==> src/rtl/t_state_sequencer_if.sv <==
// t_state_sequencer_if: sequencer control inputs and decoder-drive outputs
interface t_state_sequencer_if;
  logic       rdy;
  logic [3:0] last_t;
  logic       early_end;
  logic       halt;
  logic [3:0] t_sel;
  logic       t_en;
  logic       sync;
  logic       last_cycle;
  logic       in_reset_seq;
  logic       halted;
  modport master (
    output rdy, last_t, early_end, halt,
    input  t_sel, t_en, sync, last_cycle, in_reset_seq, halted
  );
  modport slave (
    input  rdy, last_t, early_end, halt,
    output t_sel, t_en, sync, last_cycle, in_reset_seq, halted
  );
endinterface

==> src/rtl/t_state_sequencer.sv <==
// t_state_sequencer: 6502 T-state select/enable sequencer with start-up, stall and JAM handling
module t_state_sequencer #(
  parameter int RESET_CYCLES = 7
) (
  input logic                 clock,
  input logic                 reset_n,
  t_state_sequencer_if.slave  bus
);
  typedef enum logic [1:0] {RSTSEQ, FETCH, EXEC, HALT} state_e;
  localparam logic [3:0] RST_LAST = 4'(RESET_CYCLES - 1);
  state_e     state_q, state_d;
  logic [3:0] t_sel_q, t_sel_d;
  logic [3:0] last_q, last_d;
  logic [3:0] rst_cnt_q, rst_cnt_d;
  logic       at_end;
  always_ff @(posedge clock or negedge reset_n) begin
    if (!reset_n) begin
      state_q   <= RSTSEQ;
      t_sel_q   <= '0;
      last_q    <= '0;
      rst_cnt_q <= '0;
    end else begin
      state_q   <= state_d;
      t_sel_q   <= t_sel_d;
      last_q    <= last_d;
      rst_cnt_q <= rst_cnt_d;
    end
  end
  assign at_end = (t_sel_q == last_q) || (t_sel_q == 4'd15);
  // rdy gates only FETCH/EXEC; the start-up count runs regardless
  always_comb begin
    state_d   = state_q;
    t_sel_d   = t_sel_q;
    last_d    = last_q;
    rst_cnt_d = rst_cnt_q;
    case (state_q)
      RSTSEQ: begin
        rst_cnt_d = rst_cnt_q + 4'd1;
        state_d   = (rst_cnt_q == RST_LAST) ? FETCH : RSTSEQ;
        t_sel_d   = '0;
      end
      FETCH: if (bus.rdy) begin
        state_d = bus.halt ? HALT : EXEC;
        t_sel_d = bus.halt ? t_sel_q : 4'd1;
        last_d  = bus.halt ? last_q : ((bus.last_t == 4'd0) ? 4'd1 : bus.last_t);
      end
      EXEC: if (bus.rdy) begin
        state_d = bus.halt ? HALT : ((bus.early_end || at_end) ? FETCH : EXEC);
        t_sel_d = bus.halt ? t_sel_q : ((bus.early_end || at_end) ? 4'd0 : t_sel_q + 4'd1);
      end
      default: ;
    endcase
  end
  assign bus.t_sel        = t_sel_q;
  assign bus.t_en         = (state_q == FETCH) || (state_q == EXEC);
  assign bus.sync         = state_q == FETCH;
  assign bus.last_cycle   = (state_q == EXEC) && at_end;
  assign bus.in_reset_seq = state_q == RSTSEQ;
  assign bus.halted       = state_q == HALT;
endmodule

==> src/flat_wrapper.sv <==
// flat-port wrapper written by rule: the top's interface ports become plain ports
module t_state_sequencer_flat 
#(
  parameter int RESET_CYCLES = 7
)
  (clock, reset_n, bus_rdy, bus_last_t, bus_early_end, bus_halt, bus_t_sel, bus_t_en, bus_sync, bus_last_cycle, bus_in_reset_seq, bus_halted);
  t_state_sequencer_if bus_i ();
  input logic clock;
  input logic reset_n;
  input wire logic [$bits(bus_i.rdy)-1:0] bus_rdy;
  input wire logic [$bits(bus_i.last_t)-1:0] bus_last_t;
  input wire logic [$bits(bus_i.early_end)-1:0] bus_early_end;
  input wire logic [$bits(bus_i.halt)-1:0] bus_halt;
  output wire logic [$bits(bus_i.t_sel)-1:0] bus_t_sel;
  output wire logic [$bits(bus_i.t_en)-1:0] bus_t_en;
  output wire logic [$bits(bus_i.sync)-1:0] bus_sync;
  output wire logic [$bits(bus_i.last_cycle)-1:0] bus_last_cycle;
  output wire logic [$bits(bus_i.in_reset_seq)-1:0] bus_in_reset_seq;
  output wire logic [$bits(bus_i.halted)-1:0] bus_halted;
  assign bus_i.rdy = bus_rdy;
  assign bus_i.last_t = bus_last_t;
  assign bus_i.early_end = bus_early_end;
  assign bus_i.halt = bus_halt;
  assign bus_t_sel = bus_i.t_sel;
  assign bus_t_en = bus_i.t_en;
  assign bus_sync = bus_i.sync;
  assign bus_last_cycle = bus_i.last_cycle;
  assign bus_in_reset_seq = bus_i.in_reset_seq;
  assign bus_halted = bus_i.halted;
  t_state_sequencer #(.RESET_CYCLES(RESET_CYCLES)) u_core (.clock(clock), .reset_n(reset_n), .bus(bus_i));
endmodule
==> config.mk <==
export PLATFORM = sky130hd
export DESIGN_NAME = t_state_sequencer_flat
export DESIGN_NICKNAME = d
export VERILOG_FILES = /design/src/rtl/t_state_sequencer_if.sv /design/src/rtl/t_state_sequencer.sv /design/src/flat_wrapper.sv
export SDC_FILE = /design/constraint.sdc
export NUM_CORES = 1
export LEC_CHECK = 0
export CORE_UTILIZATION = 40
export CTS_BUF_LIST = sky130_fd_sc_hd__clkbuf_16
export DETAILED_ROUTE_END_ITERATION = 8
export PLACE_DENSITY = 0.63
export SLEW_MARGIN = 40
export SYNTH_ARGS = -nofsm -noshare
export SYNTH_HDL_FRONTEND = slang
export SYNTH_SLANG_ARGS = --single-unit
==> constraint.sdc <==
create_clock -name clock -period 1.8 [get_ports clock]
set_input_delay 0.54 -clock clock [delete_from_list [all_inputs] [get_ports clock]]
set_output_delay 0.54 -clock clock [all_outputs]
set_load 0.05 [all_outputs]
==> impl_results.md <==
* R2r endpoint: u_core.bus.t_sel[2]
* Hold Vio Cnt, Final at 0
* Clock-pin slew on the worst setup and hold paths at 0.05 ns
* Comb pwr share at 44.8%
* R2R depth at 6
* WL/cell at 13.8 um
* Clock network power share at 24.4%
* Setup CP Type: flip-flop to primary output
* CP endpoint kind: primary output
* # diodes at 0
* Layout cell share with drive strength beyond 1 at 36.0%
* Outcome: finished with violations
* Pwr dens at 1240 nW/um^2
* Final net count at 128
* Post-Syn Area per Cell at 10.2 sq um
* Initial antenna violation count at 0
* Drt drc at 0
* Hold WS at 0.491 ns
* Vias per cell at 5.23
* Dpl hpwl at 1480 um
* Remaining global-route overflow at 0
* Switching power at 0.000608 W
* Die Wd at 48.4 um
* Mapped Nets at 100
* CTS tree: yes
* Endpoints failing setup at 1
* Hold path cells at 1
* Worst EP required at 1.26 ns
* Cell accounting for the most synthesized area: dfrtp_1
* Max Clk Rate at 0.532 GHz
* Total number of vias at 722
* Max-slew violation count at 0
* Hold WC Path Type: flip-flop to flip-flop
* Number of synthesized flops with an enable pin at 0
* CTS buffer count at 3
* FF-to-FF setup slack at 0.17 ns
* Core ar. at 2000 sq um
* H-Tree Depth at 1
* Clock Tree Buf Depth at 2
* DRT Wirelength at 1900 um
* P_leak at 0.571 nW
* Inst Count DP at 134
* GPL Wtd Cong at 0.742
* Distinct cell type count after synthesis at 34
* Top_reg_cell synth: dfrtp_1
* Largest net degree at the start of global routing at 15
* Unrepaired setup endpoints after global routing: true
* Final Cell Area at 1390 sq um
* Pint at 0.00111 W
* I/O pins at 18
* Yosys reg bits at 14
* First-pass GRT wire length at 3320 um
* R2R Path Start: u_core.state_q[1]
* Cells after Synth at 84
* DRT antenna net count at 0
* Clock latency on the worst-skew pair at 0.24 ns
* Area contributors post-synth: dfrtp_1, ha_1, xnor2_1, mux2_1, nand2_1
* Final non-filler cell total at 138
* Sequential Power Share at 30.8%
* Failing checks: negative setup slack
* Root Driver: clkbuf_16
* Yosys warns at 0
* Rows at 16
* Net Sw Frac at 35.3%
* DP Area at 1270 sq um
* Final worst-path cycle share at 104%
* Clock sink count at 14
* Most frequent cells in the layout: buf_12, dfrtp_1, clkdlybuf4s50_1
* DRT Pass-1 Iters at 4
* Register area share after synthesis at 40.7%
* GR Util All Layers at 18.8%
* PortBufs at 17
* Overall power consumption at 0.00172 W
* Max VDD drop at 1170 uV
* Area Overhead vs Synth at 61.2%
* Post-synth top area share at 40.7%
* Crit path time final at 1.88 ns
* PnR worst setup slack at -0.0785 ns
* Max Cap Viol at 0
* Worst Skew at 0.00434 ns
* Die ar. at 2340 sq um
* CP Launch Type: flip-flop
* Relative slew slack at 73.0%
* Initial Util at 43.0%
* Worst hold start: u_core.rst_cnt_q[3]
* Fillers at 151
* Number of global-route vias before repair at 742
* Worst Max-Slew Pin Slew at 0.395 ns
* Synth async-reset ratio at 100%
* Hold worst-path end: u_core.rst_cnt_q[3]
* Die Height at 48.4 um
* Initial DRC count at 12
* Netlist Area Pre-Place at 861 sq um
* WP data arrival at 1.34 ns
* Critical path fanouts, max at 3
## power by group through the flow
stage	Sequential, W	Clock (W)	Combinational [W]
floorplan	0.000517	0	0.000505
global placement	0.000531	0	0.000721
detailed placement	0.000538	0	0.000742
CTS	0.000532	0.000424	0.000753
global route	0.000548	0.000444	0.000829
finish	0.000531	0.000420	0.000771
## per-layer routing
layer / track usage (%) / wire (um)
met4: 8.82 / 22
met1: 25.4 / 910
met2: 29.3 / 893
met5: 0 / 0
met3: 3.14 / 71
## kinds of logic (layout without fill, tap and decap cells)
kind of cell / Yosys count / in the layout / synth area share (%)
compound gates: 15 / 15 / 12.4
simple gates: 30 / 30 / 20.8
buf+inv: 6 / 33 / 2.62
xor+xnor: 7 / 7 / 7.12
mux: 5 / 5 / 6.25
flops: 14 / 14 / 40.7
fa+ha+maj: 7 / 7 / 10.2
## flip-flops by register name, summed over array words and instances (netlist names)
name              count
u_core.state_q        2
u_core.rst_cnt_q      4
u_core.last_q         4
u_core.bus.t_sel      4
## layout make-up
class / instances / area, sq um / area share (%)
tap: 27 / 33.8 / 2.43
clock buffer: 3 / 75.1 / 5.41
multi-input combinational: 64 / 591 / 42.6
clock inverter: 1 / 3.75 / 0.271
timing repair buffer: 23 / 305 / 22.0
inverter: 6 / 22.5 / 1.62
sequential: 14 / 357 / 25.7
## stage by stage
stage / setup TNS (ns) / util, % / setup slack (ns)
CTS: -0.140 / 67.9 / -0.0971
global placement: -0.0739 / 63.7 / -0.0325
floorplan: -0.0418 / - / -0.0418
detailed placement: -0.299 / 63.7 / -0.0786
global route: -0.131 / 69.3 / -0.131
finish: -0.0785 / 69.3 / -0.0785
## cell usage after synthesis, drive strengths merged, types with 2 or more instances
| library cell | number |
|---|---|
| nor2 | 4 |
| o21ai | 5 |
| a21oi | 2 |
| nand4 | 3 |
| nand2 | 7 |
| a2111oi | 2 |
| mux2 | 3 |
| xnor2 | 6 |
| ha | 7 |
| dfrtp | 14 |
| nand3 | 5 |
| nand4b | 3 |
| inv | 6 |
| mux2i | 2 |
## critical path, stage by stage (launching register included)
cell,delay (ns)
dfrtp_2,0.44
xnor2_2,0.20
nand4_4,0.13
a21boi_4,0.17
buf_12,0.15
## repair_timing
| item | in CTS | in global routing |
|---|---|---|
| buffers inserted | 0 | 0 |
| pin swaps | 4 | 0 |
| resized for setup | 2 | 6 |
| hold buffers | 0 | 0 |
| setup endpoints to repair | 3 | 4 |
## worst max-delay path by stage
stage | end | from | cells after the start | slack [ns]
after floorplan | bus_last_cycle | u_core.bus.t_sel[0] | 3 | -0.04
after detailed placement | u_core.state_q[1] | bus_rdy | 4 | -0.08
after global routing | bus_last_cycle | u_core.last_q[2] | 4 | -0.13
final | bus_last_cycle | u_core.bus.t_sel[0] | 4 | -0.08
after CTS | bus_last_cycle | u_core.bus.t_sel[0] | 4 | -0.1
after global placement | u_core.bus.t_sel[0] | bus_halt | 5 | -0.03
No activity file was read; power rests on OpenSTA's default activity.
